$ cat config.mk
export PLATFORM = sky130hd
export DESIGN_NAME = booth_sequencer
export DESIGN_NICKNAME = d
export VERILOG_FILES = /design/src/rtl/mult_pkg.sv /design/src/rtl/booth_sequencer.sv
export SDC_FILE = /design/constraint.sdc
export NUM_CORES = 1
export LEC_CHECK = 0
export BUFFER_PORTS_ARGS = -buffer_cell sky130_fd_sc_hd__buf_2
export CELL_PAD_IN_SITES_DETAIL_PLACEMENT = 0
export CELL_PAD_IN_SITES_GLOBAL_PLACEMENT = 2
export CORE_MARGIN = 4
export CORE_UTILIZATION = 30
export DETAILED_ROUTE_END_ITERATION = 8
export GPL_TIMING_DRIVEN = 1
export HOLD_SLACK_MARGIN = 0.15
export PLACE_DENSITY = 0.88
export SYNTH_ARGS = -nofsm -noshare
export SYNTH_HDL_FRONTEND = slang
export SYNTH_SLANG_ARGS = --single-unit
$ cat constraint.sdc
create_clock -name clk -period 3.25 [get_ports clk]
set_clock_uncertainty 0.1 [all_clocks]
set_input_delay 0 -clock clk [delete_from_list [all_inputs] [get_ports clk]]
set_output_delay 0 -clock clk [all_outputs]
set_load 0.01 [all_outputs]
$ cat src/rtl/mult_pkg.sv
// Shared types and Booth decode constants for the radix-2 Booth multiplier.
package mult_pkg;

  typedef enum logic [2:0] {
    IDLE  = 3'd0,
    LOAD  = 3'd1,
    EVAL  = 3'd2,
    SHIFT = 3'd3,
    DONE  = 3'd4
  } seq_state_t;

  // {Q0, Q_-1} pairs that call for a partial-product update.
  localparam logic [1:0] BOOTH_ADD = 2'b01;
  localparam logic [1:0] BOOTH_SUB = 2'b10;

  localparam logic ADD_SEL = 1'b1;

endpackage

$ cat src/rtl/booth_sequencer.sv
// Sequencer for the radix-2 Booth datapath: one run per rising edge of start,
// N evaluate/shift iterations, then a held result-valid flag.
module booth_sequencer
  import mult_pkg::*;
#(
  parameter int N = 8
) (
  input  logic       clk,
  input  logic       rst,
  input  logic       start,
  input  logic       clear,
  input  logic [1:0] q_LSB,
  output logic       load_A,
  output logic       load_B,
  output logic       load_add,
  output logic       add_sub,
  output logic       shift_HQ_LQ_Q_1,
  output logic       busy,
  output logic       done,
  output logic       result_valid
);

  localparam int CW = $clog2(N + 1);

  seq_state_t    state;
  logic [CW-1:0] cnt;
  logic          start_q;
  logic          valid_q;
  logic          launch;
  logic          abort;

  assign launch = start & ~start_q;
  assign abort  = rst | clear;

  // NOTE: sequential state uses non-blocking assignments only, so every
  // register sees the pre-edge value of every other register.
  always_ff @(posedge clk) begin
    if (rst) begin
      state   <= IDLE;
      cnt     <= '0;
      start_q <= 1'b0;
      valid_q <= 1'b0;
    end else begin
      start_q <= start;
      if (clear) begin
        // The edge seen in this cycle is consumed, not deferred.
        state   <= IDLE;
        valid_q <= 1'b0;
      end else begin
        case (state)
          IDLE: begin
            if (launch) begin
              state   <= LOAD;
              valid_q <= 1'b0;
              cnt     <= CW'(N);
            end
          end
          LOAD:  state <= EVAL;
          EVAL:  state <= SHIFT;
          SHIFT: begin
            cnt   <= cnt - CW'(1);
            state <= (cnt == CW'(1)) ? DONE : EVAL;
          end
          DONE: begin
            valid_q <= 1'b1;
            state   <= IDLE;
          end
          default: state <= IDLE;
        endcase
      end
    end
  end

  // NOTE: every output gets a default first so no path through the case
  // leaves a variable unassigned, which would infer a latch.
  always_comb begin
    load_A          = 1'b0;
    load_B          = 1'b0;
    load_add        = 1'b0;
    add_sub         = 1'b0;
    shift_HQ_LQ_Q_1 = 1'b0;
    busy            = 1'b0;
    done            = 1'b0;
    result_valid    = 1'b0;
    if (!abort) begin
      result_valid = valid_q;
      case (state)
        LOAD: begin
          load_A = 1'b1;
          load_B = 1'b1;
          busy   = 1'b1;
        end
        EVAL: begin
          busy = 1'b1;
          if (q_LSB == BOOTH_ADD) begin
            load_add = 1'b1;
            add_sub  = ADD_SEL;
          end else if (q_LSB == BOOTH_SUB) begin
            load_add = 1'b1;
            add_sub  = ~ADD_SEL;
          end
        end
        SHIFT: begin
          shift_HQ_LQ_Q_1 = 1'b1;
          busy            = 1'b1;
        end
        DONE: begin
          done         = 1'b1;
          result_valid = 1'b1;
        end
        default: ;
      endcase
    end
  end

endmodule

# --- After elaboration in Yosys (flattened, before gate mapping) ---
# Cells that the tools add are included.
classes:
  eq_ne: 8
  muxes: 24
  n_bitwise: 4
  n_addsub: 1
  reduce_logical: 7
op_table:
  columns: ["op", "count"]
  rows:
  - ["1-bit two-way mux", 18]
  - ["3-bit case mux with 4 select lines", 1]
  - ["4-bit case mux with 2 select lines", 1]
  - ["3-bit by 2-bit equality test with 1-bit output, second input constant", 2]
  - ["3-bit two-way mux", 2]
  - ["4-bit by 1-bit equality test with 1-bit output, second input constant", 1]
  - ["4-bit two-way mux", 1]
  - ["2-bit nonzero test", 2]
  - ["4-bit by 1-bit subtractor with 4-bit output, second input constant", 1]
  - ["3-bit by 1-bit equality test with 1-bit output, second input constant", 1]
  - ["3-bit equality test, second input constant", 1]
  - ["3-bit logical NOT", 1]
  - ["3-bit AND reduction", 1]
  - ["3-bit OR reduction", 1]
  - ["2-bit by 1-bit equality test with 1-bit output, second input constant", 1]
  - ["2-bit equality test, second input constant", 1]
  - ["2-bit inequality test, second input constant", 1]
  - ["1-bit NOT", 2]
  - ["1-bit case mux with 2 select lines", 1]
  - ["2-bit AND reduction", 1]
  - ["2-bit OR reduction", 1]
  - ["1-bit bitwise AND", 1]
  - ["1-bit bitwise OR", 1]
totals:
  reg_bits: 9

# --- Longest topological paths before layout ---
# Gate-level depths: netlist of the first run.
depth:
  depth_word: 5
  depth_mapped: 4
  ltp_nobuf: 4

# --- Least setup slack after synthesis of the first run ---
# No wires, ideal clock.
synth_timing:
  path_type: "reg-to-reg"
  start: "register state[1]"
  end: "register cnt[2]"
  path_stages_with_launch: 4
  arrival_ns: 1.333
  period_less_slack_ns: 1.569
  path_buffers: 0
  setup_time_ns: 0.135
  setup_slack_ns: 1.681
  path_cell_list: "dfxtp_1 > or4b_4 > a211oi_4 > o221ai_1"
synth_between:
  elab_chain_cells: 3
  elab_cells_between_ends: 6
  classes_between: "eq/ne (2); mux (1); reduce/logical (3)"
synth_lines:
  columns: ["element", "line_no", "source"]
  rows:
  - ["start: declaration", "booth_sequencer.sv:25", "seq_state_t state;"]
  - ["start signal: assignment", "booth_sequencer.sv:62", "state <= (cnt == CW'(1)) ? DONE : EVAL;"]
  - ["3-bit by 2-bit equality test with 1-bit output or 3-bit logical NOT (tied branches)", "booth_sequencer.sv:50", "case (state)"]
  - ["2-bit nonzero test (no source line) or 2-bit inequality test (tied branches)", null, null]
  - ["3-bit AND reduction (no source line)", null, null]
  - ["end signal: assignment", "booth_sequencer.sv:55", "cnt <= CW'(N);"]
  - ["end signal: assignment", "booth_sequencer.sv:61", "cnt <= cnt - CW'(1);"]
  - ["end: declaration", "booth_sequencer.sv:26", "logic [CW-1:0] cnt;"]
# Several ways; a longest one is shown, not always the timed one.
# A chain may end at the register's enable or synchronous reset.

# --- Worst setup path in the final report of the first run ---
layout_timing:
  start: "register state[1]"
  end: "register valid_q"
layout_between:
  elab_chain_cells: 3
  elab_cells_between_ends: 6
  classes_between: "eq/ne (2); mux (1); reduce/logical (3)"
layout_lines:
  columns: ["element", "line_no", "source"]
  rows:
  - ["3-bit equality test or 3-bit logical NOT (tied branches)", "booth_sequencer.sv:50", null]
  - ["2-bit nonzero test (no source line) or 2-bit inequality test (tied branches)", null, null]
  - ["2-bit AND reduction (no source line)", null, null]
  - ["end signal: assignment", "booth_sequencer.sv:48", "valid_q <= 1'b0;"]
  - ["end signal: assignment", "booth_sequencer.sv:54", "valid_q <= 1'b0;"]
  - ["end signal: assignment", "booth_sequencer.sv:65", "valid_q <= 1'b1;"]
  - ["end: declaration", "booth_sequencer.sv:28", "logic valid_q;"]
# Several ways; a longest one is shown, not always the timed one.

==> results of run 1 <==
## routing by layer
layer / global-route usage / wire [microns]
met1: 0.146 / 602
met2: 0.150 / 494
met3: 0.0271 / 45
met4: 0.0138 / 0
met5: 0 / 0
## registers in the layout, summed over array words and instances (netlist names)
name / flops
state: 3
start_q: 1
cnt: 4
valid_q: 1
## synth_stat cells
master     n
nor2_1     4
nand4bb_1  1
ha_1       3
buf_4      2
o31a_1     1
buf_6      1
clkbuf_2   1
or4_1      1
nand2b_1   2
nor3_1     4
o211a_1    1
nor3b_1    1
a21oi_1    2
or4b_4     1
dfxtp_1    9
o221ai_1   1
nand2_1    5
or3_1      4
a41oi_1    1
a211oi_4   1
o31ai_1    2
a211oi_1   1
inv_1      5
nor4_1     3
and3_2     1
and3b_2    1
nor2b_1    1
## power by group through the flow
stage               clock [W]  combinational, W  sequential [W]
global placement            0         0.0000207        0.000118
global route        0.0000944         0.0000279        0.000116
finish              0.0000877         0.0000245        0.000116
floorplan                   0         0.0000166        0.000117
CTS                 0.0000901         0.0000247        0.000115
detailed placement          0         0.0000210        0.000118
## final cells by class
type	count	share of cell area
well taps	24	0.0447
flip-flops and latches	9	0.268
clock buffers	3	0.0335
multi-input cells	42	0.447
clock inverters	1	0.00745
repair buffers	18	0.171
inverters	5	0.0279
## worst min-delay path by stage
stage | slack, ns | end | from | cells past startpoint
after floorplan | 0.03 | start_q | start | 1
after global placement | 0.15 | start_q | start | 2
after detailed placement | 0.17 | start_q | start | 2
after CTS | 0.26 | load_add | q_LSB[0] | 4
after global routing | 0.27 | load_add | q_LSB[0] | 4
final | 0.25 | load_add | q_LSB[0] | 4
## tightest hold or removal path, delay by kind of cell
family                   cells  cell delay (ns)
buffers and inverters        2             0.21
adder cells (fa/ha/maj)      1             0.11
AND/OR/NAND/NOR              1             0.03
## logic make-up (layout without fill, tap and decap cells)
kind of cell,Yosys count,in the layout,share of synthesized area
and+or+nand+nor,29,29,0.328
adders and majority gates,3,3,0.0708
AOI/OAI and AO/OA,10,10,0.167
buffers and inverters,9,27,0.0943
DFF,9,9,0.340
## metrics by stage
step	utilization	power [W]
floorplan	-	0.000134
global placement	0.373	0.000138
finish	0.422	0.000228
global route	0.422	0.000238
CTS	0.422	0.000230
detailed placement	0.373	0.000139
==> metrics.md, run 1 <==
| Metric | Value |
|---|---|
| Status | complete, no violations |
| Layout cells sized above 1 | 0.269 |
| Synth top area share | 0.340 |
| Placer Congestion | 0.733 |
| Detailed Route WL | roughly 1.1 mm |
| Critical path type | flop to flop |
| Nature of the critical path endpoint | flop |
| Gate power share | 0.108 |
| Placed Area | roughly 600 sq um |
| Initial DRC count | 7 |
| Final hold vios | 0 |
| Routed Antenna Nets | 0 |
| Peak supply drop | between 150 and 200 uV |
| Final std cells w/o fill | around 100 |
| Placed Cells | 93 |
| Max-Cap Viols | 0 |
| Post-synth cell types | 27 |
| Yosys Warn Count | 0 |
| Clk pin slew, worst setup/hold paths | 0.07 ns |
| WP buf/inv | 1 |
| Clk Latency, worst-skew pair | around 0.26 ns |
| Clock group share of total power | 0.385 |
| Switching pwr | around 0.000057 W |
| Final Cycle Share | 0.580 |
| First-pass GRT wire length | 2.06 mm |
| Worst path top cell family by delay | simple AND/OR/NAND/NOR gates |
| Via count | just under 500 |
| Commonest non-fill, non-tap cells in the layout | 13 x buf_2, 9 x dfxtp_1, 5 x inv_1, 5 x nand2_1, 5 x dlygate4sd3_1 |
| Critical R2R Launch | state[1] |
| Critical Path End | valid_q |
| Vias in the first global route | roughly 440 |
| Cell taking the most area after synthesis | dfxtp_1 |
| Crit. Startpoint | state[1] |
| Final setup fails | 0 |
| Ports | 14 |
| Syn_area_per_cell | between 8 and 9 sq um |
| Slew margin rel. | 0.779 |
| Largest net degree at the start of global routing | 15 |
| Hold-fix buffers at CTS | 5 |
| Fin nets | 88 |
| RSZ-0062 raised after global routing | false |
| Critical path's slowest cell | or4b_4 |
| Worst r2r dst | valid_q |
| CTS Buf Count | 3 |
| FILL cells | approximately 170 |
| Syn-to-layout area delta | 26.7% |
| # rows | 14 |
| GRT Total Usage | 0.101 |
| Die Wd | 50.1 microns |
| Port Buffers | 13 |
| Cell internal pwr | 0.000170 W |
| TritonCTS clock tree | done |
| Drt first pass iters | 4 |
| Die area | 0.00251 sq mm |
| Initial antenna violation count | 0 |
| CTS sink count | 9 |
| Cts repair resizes | 0 |
| Ant. Diodes | 0 |
| Hpwl dp | between 800 and 900 microns |
| Critical Path Stages | 4 |
| R2R Setup Slk | about 1.4 ns |
| Residual DRC | 0 |
| Die H | 50.1 microns |
| Main area contributors after synthesis | dfxtp_1 34%, ha_1 7.1%, or3_1 4.7%, a211oi_4 3.8%, nor3_1 3.8% |
| Initial Utilization | 0.333 |
| Max Root-Sink Buffers | 2 |
| Maximum clock rate | 0.530 GHz |
| CP peak stage delay | 0.58 ns |
| Max-slew violation count | 0 |
| Synthesized cell area | 531 sq um |
| Worst-margin pin slew | 0.331 ns |
| Reg area | between 150 and 200 sq um |
| Post-layout instance area | between 600 and 700 sq um |
| Switching share of power | 0.251 |
| Power Dens Cells | ~340 mW/mm^2 |
| H-tree Lvls | 1 |
| Post-CTS Setup Inserts | 0 |
| Startpoint types | flop |
| Number of synthesized register bits | 9 |
| Fin Hold WS | around 0.25 ns |
| Flop pwr share | 0.507 |
| Post-route setup TNS | 0 ns |
| Maximum fanout along the worst path | 9 |
| R2R cell count | 4 |
| Most common cell after layout, fill and taps aside | buf_2 |
| Min-Delay Path Class | primary input to output pin |
| Synthesized Nets | 69 |
| Post-place setup slack | between 1.5 and 2 ns |
| Root Driver | clkbuf_4 |
| CP required | roughly 3.3 ns |
| Core Area | 0.00159 sq mm |
| Via density | roughly 4.7 |
| Sequential share of the synthesized area | 0.340 |
| Final setup margin | 1.36 ns |
| CP Cell Sequence | or4b_4 > nand2_1 > a211oi_1 > dlygate4sd3_1 |
| Worst EP arrival | ~1.9 ns |
| Global route overflow | 0 |
| Cells after Synth | 60 |
| Crit path time final | ~1.9 ns |
| Area occupied by multi-input gates | around 300 sq um |
| Leak Pwr | between 0.2 and 0.3 nW |
| Drt wl/cell | 11.2 microns |
Note: power is estimated with default switching activity, not from simulation.
==> run 2: changes to the inputs <==
- CORE_UTILIZATION: 30 -> 28
- PLACE_DENSITY: 0.88 -> 0.84
- clock period: 3.25 -> 1.8 ns (I/O delays scaled with it)
==> metrics.md, run 2 (synthesized netlist as in run 1, its figures left out) <==
| Metric | Value |
|---|---|
| Max reg flops | 4 |
| CTS Buf Count | 3 |
| Final setup margin | roughly 0.17 ns |
| Reg area | around 180 sq um |
| Gate power share | 0.111 |
| Port Buffers | 13 |
| Residual DRC | 0 |
| Leak Pwr | ~0.28 nW |
| Via count | about 480 |
| Largest net degree at the start of global routing | 15 |
| Initial Utilization | 0.301 |
| Final core utilization | 0.382 |
| CP required | about 1.7 ns |
| Post-CTS Setup Inserts | 0 |
| Top reg by flops | cnt |
| Core Area | about 0.0018 sq mm |
| Placer Congestion | ~0.72 |
| Switching pwr | slightly above 0.0001 W |
| Slew margin rel. | 0.761 |
| Crit path time final | approximately 1.6 ns |
| Post-place setup slack | roughly 0.19 ns |
| Routed Antenna Nets | 0 |
| Max-slew violation count | 0 |
| R2R cell count | 3 |
| Final hold vios | 0 |
| Root Driver | clkbuf_4 |
| Clock group share of total power | 0.390 |
| GRT Total Usage | 0.101 |
| Worst-margin pin slew | roughly 0.36 ns |
| Worst EP arrival | 1.53 ns |
| Die H | slightly above 50 microns |
| Hold Crit Depth | 4 |
| Fin nets | between 80 and 90 |
| Initial antenna violation count | 0 |
| First-pass GRT wire length | a little under 2 mm |
| Flop pwr share | 0.499 |
| Switching share of power | 0.249 |
| Clk pin slew, worst setup/hold paths | around 0.07 ns |
| Vias in the first global route | about 450 |
| Placed Area | between 600 and 700 sq um |
| Status | complete, no violations |
| Startpoint types | flop |
| Commonest non-fill, non-tap cells in the layout | 13 x buf_2, 9 x dfxtp_1, 5 x inv_1, 5 x nand2_1 |
| Initial DRC count | 8 |
| Drt first pass iters | 2 |
| Final setup fails | 0 |
| TritonCTS clock tree | done |
| Ant. Diodes | 0 |
| Drt wl/cell | 11.0 microns |
| Die area | 0.00265 sq mm |
| Maximum fanout along the worst path | 9 |
| Power Dens Cells | 617 mW/mm^2 |
| Critical path type | flop to output pin |
| Global route overflow | 0 |
| Hpwl dp | 851 microns |
| Via density | around 4.7 |
| Layout cells sized above 1 | 0.282 |
| Max-Cap Viols | 0 |
| # rows | 15 |
| Detailed Route WL | around 1.1 mm |
| Cell internal pwr | between 0.0003 and 0.0004 W |
| Regs by FF count | cnt: 4 flops, state: 3 flops |
| RSZ-0062 raised after global routing | false |
| Nature of the critical path endpoint | output pin |
| Fin Hold WS | 0.254 ns |
| Peak supply drop | slightly below 400 uV |
| Most common cell after layout, fill and taps aside | buf_2 |
| FILL cells | 198 |
| Maximum clock rate | 0.614 GHz |
| Die Wd | about 52 microns |
| Post-layout instance area | slightly below 700 sq um |
| Syn-to-layout area delta | 27.1% |
| Min-Delay Path Class | primary input to output pin |
| Area occupied by multi-input gates | 305 sq um |
| Final Cycle Share | 0.905 |
| Post-route setup TNS | 0 ns |
| Clk Latency, worst-skew pair | about 0.27 ns |
| Ports | 14 |
| CTS sink count | 9 |
| H-tree Lvls | 1 |
| Max Root-Sink Buffers | 2 |
run 2: cell count changes in the layout (fill, tap and decap cells not counted), sizes merged:
cell / previous run / this run
buf: 13 / 14
dlygate4sd3: 5 / 4
clkbuf: 3 / 4
clkinv: 1 / 0
run 2: final timing paths:
check	from	endpoint	slack (ns)
max	state[2]	load_B	0.17
min reg2reg	valid_q	valid_q	0.39
min	q_LSB[0]	load_add	0.25
max reg2reg	state[0]	cnt[2]	0.19
run 2: metrics by stage:
stage,power [W],cells
5_1_grt,0.000441,103
3_5_place_dp,0.000251,95
2_1_floorplan,0.000242,60
3_3_place_gp,0.000251,95
6_report,0.000416,103
4_1_cts,0.000425,103
run 2: worst max-delay path, cell delays in order (launching register included):
cell and delay, ns:
dfxtp_1 0.40, or3_1 0.49, nor3b_2 0.22, buf_2 0.16
run 2: power by group through the flow:
stage	Clock (W)	Sequential, W	Combinational, W
finish	0.000162	0.000207	0.0000461
global route	0.000180	0.000209	0.0000523
CTS	0.000172	0.000207	0.0000455
detailed placement	0	0.000212	0.0000390
global placement	0	0.000212	0.0000391
floorplan	0	0.000212	0.0000299
run 2: final cells by class:
cell class | count | area share
Clock buffer | 4 | 0.0390
Inverter | 5 | 0.0278
Timing Repair Buffer | 18 | 0.167
Multi-Input combinational cell | 42 | 0.453
Tap cell | 25 | 0.0464
Sequential cell | 9 | 0.267
run 2: timing repair:
action,4_1_cts,5_1_grt
hold buffers,4,0
endpoints found under the hold margin,8,0
setup endpoints to repair,0,1
resized for setup,0,1
run 2: routing by layer:
| metal | up-vias | track usage | share of wire | routed length (microns) |
|---|---|---|---|---|
| met3 | 2 | 0.0458 | 0.049 | 55 |
| li1 | 256 | - | - | - |
| met4 | 0 | 0.0524 | 0.012 | 14 |
| met1 | 211 | 0.122 | 0.49 | 557 |
| met5 | - | 0 | 0 | 0 |
| met2 | 12 | 0.148 | 0.45 | 504 |
==> run 3: changes to the inputs <==
- CORE_MARGIN: 4 -> 5
==> metrics.md, run 3 (synthesized netlist as in run 1, its figures left out) <==
| Metric | Value |
|---|---|
| Top reg by flops | cnt |
| Largest net degree at the start of global routing | 15 |
| CTS Buf Count | 3 |
| Maximum fanout along the worst path | 9 |
| Slew margin rel. | 0.767 |
| Max-slew violation count | 0 |
| Routed Antenna Nets | 0 |
| R2R Setup Slk | ~0.19 ns |
| Hold Path Sink | load_add |
| Drt wl/cell | between 10 and 15 microns |
| Cts repair resizes | 0 |
| M2 GR Usage | 0.153 |
| Die H | around 54 microns |
| Fin nets | 88 |
| Critical path type | primary input to output pin |
| CTS sink count | 9 |
| Die area | 0.00286 sq mm |
| CP Cell Sequence | dlygate4sd3_1 > buf_2 > or3_1 > nor3b_1 > buf_2 |
| Die Wd | ~54 microns |
| Critical R2R Launch | state[0] |
| Peak supply drop | roughly 380 uV |
| Worst r2r dst | cnt[2] |
| Power Dens Cells | between 600 and 700 mW/mm^2 |
| Worst EP arrival | around 1.6 ns |
| Final Cycle Share | 0.922 |
| Worst path top cell family by delay | buffers and inverters |
| CP required | around 1.7 ns |
| WP buf/inv | 3 |
| Initial DRC count | 9 |
| Drt first pass iters | 5 |
| Max reg flops | 4 |
| Worst Min Path Start | q_LSB[0] |
| Hold Crit Depth | 4 |
| Gr busiest metal | met2 |
| Most common cell after layout, fill and taps aside | buf_2 |
| Commonest non-fill, non-tap cells in the layout | 13 x buf_2, 9 x dfxtp_1, 5 x inv_1, 5 x nand2_1 |
| Max-Cap Viols | 0 |
| Hpwl dp | ~860 microns |
| Via density | roughly 4.8 |
| Core Area | 0.00176 sq mm |
| Maximum clock rate | 0.602 GHz |
| Fin Hold WS | approximately 0.27 ns |
| Status | complete, no violations |
| Global routing usage on met3 | 0.0282 |
| Critical path's slowest cell | dlygate4sd3_1 |
| Initial antenna violation count | 0 |
| Port Buffers | 13 |
| Via count | 491 |
| RSZ-0062 raised after global routing | false |
| Leak Pwr | between 0.2 and 0.3 nW |
| Regs by FF count | cnt: 4 flops, state: 3 flops |
| Crit path time final | approximately 1.7 ns |
| Post-route setup TNS | 0 ns |
| Met1 Track Usage GR | 0.104 |
| Final setup fails | 0 |
| Residual DRC | 0 |
| First-pass GRT wire length | 1.91 mm |
| Worst-margin pin slew | around 0.35 ns |
| # rows | 15 |
| Vias in the first global route | 480 |
| CP peak stage delay | 0.53 ns |
| Ports | 14 |
| Detailed Route WL | between 1 and 1.5 mm |
| Placer Congestion | about 0.75 |
| Startpoint types | primary input |
| Global route overflow | 0 |
| Layout cells sized above 1 | 0.269 |
| TritonCTS clock tree | done |
| Ant. Diodes | 0 |
| Nature of the critical path endpoint | output pin |
| H-tree Lvls | 1 |
| Final hold vios | 0 |
| Max Root-Sink Buffers | 2 |
| Clk Latency, worst-skew pair | roughly 0.25 ns |
| Initial Utilization | 0.301 |
| Syn-to-layout area delta | 26.2% |
| Most frequent CP cell | buf_2 |
| GRT Total Usage | 0.0887 |
| Min-Delay Path Class | primary input to output pin |
| Root Driver | clkbuf_4 |
| R2R cell count | 3 |
run 3: cell count changes in the layout (fill, tap and decap cells not counted):
cell / change
nor3b_2: -1
nor3b_1: +1
run 3: worst max-delay path by stage:
stage	startpoint	end	cells after the start	slack (ns)
detailed placement	state[0]	cnt[2]	3	0.20
global route	state[2]	load_A	3	0.01
finish	clear	load_A	5	0.14
CTS	clear	load_A	5	0.12
floorplan	state[1]	cnt[2]	3	0.23
global placement	state[0]	cnt[2]	3	0.21
run 3: worst min-delay path, cell delays in order:
cell	delay (ns)
buf_2	0.08
ha_1	0.12
nor2_1	0.04
buf_2	0.13
run 3: routing by layer:
layer / up-vias / wire [microns]
li1: 254 / -
met1: 219 / 454
met2: 16 / 541
met3: 2 / 78
met4: 0 / 8
met5: - / 0
run 3: power breakdown:
part           total (W)  internal, W  switching, W
clock           0.000153    0.0000852     0.0000674
sequential      0.000208     0.000203    0.00000445
combinational  0.0000453    0.0000232     0.0000221
run 3: through the flow:
stage	area, sq um	std cells	setup slack, ns	utilization	power [W]
finish	669	103	0.140	0.379	0.000406
global route	669	103	0.0121	0.379	0.000431
CTS	669	103	0.125	0.379	0.000409
detailed placement	603	95	0.201	0.342	0.000251
global placement	603	95	0.214	0.342	0.000251
floorplan	531	60	0.231	-	0.000242
run 3: what timing repair did:
item | CTS | global route
hold buffers | 4 | 0
setup buffers | 0 | 0
endpoints found under the hold margin | 8 | 0
setup endpoints to repair | 0 | 0
run 3: final cells by class:
type | instances | area, sq um
fill | 190 | 1090
multi-input combinational | 42 | 300
sequential | 9 | 180
timing repair buffer | 18 | 113
tap | 25 | 31.3
clock buffer | 4 | 26.3
inverter | 5 | 18.8
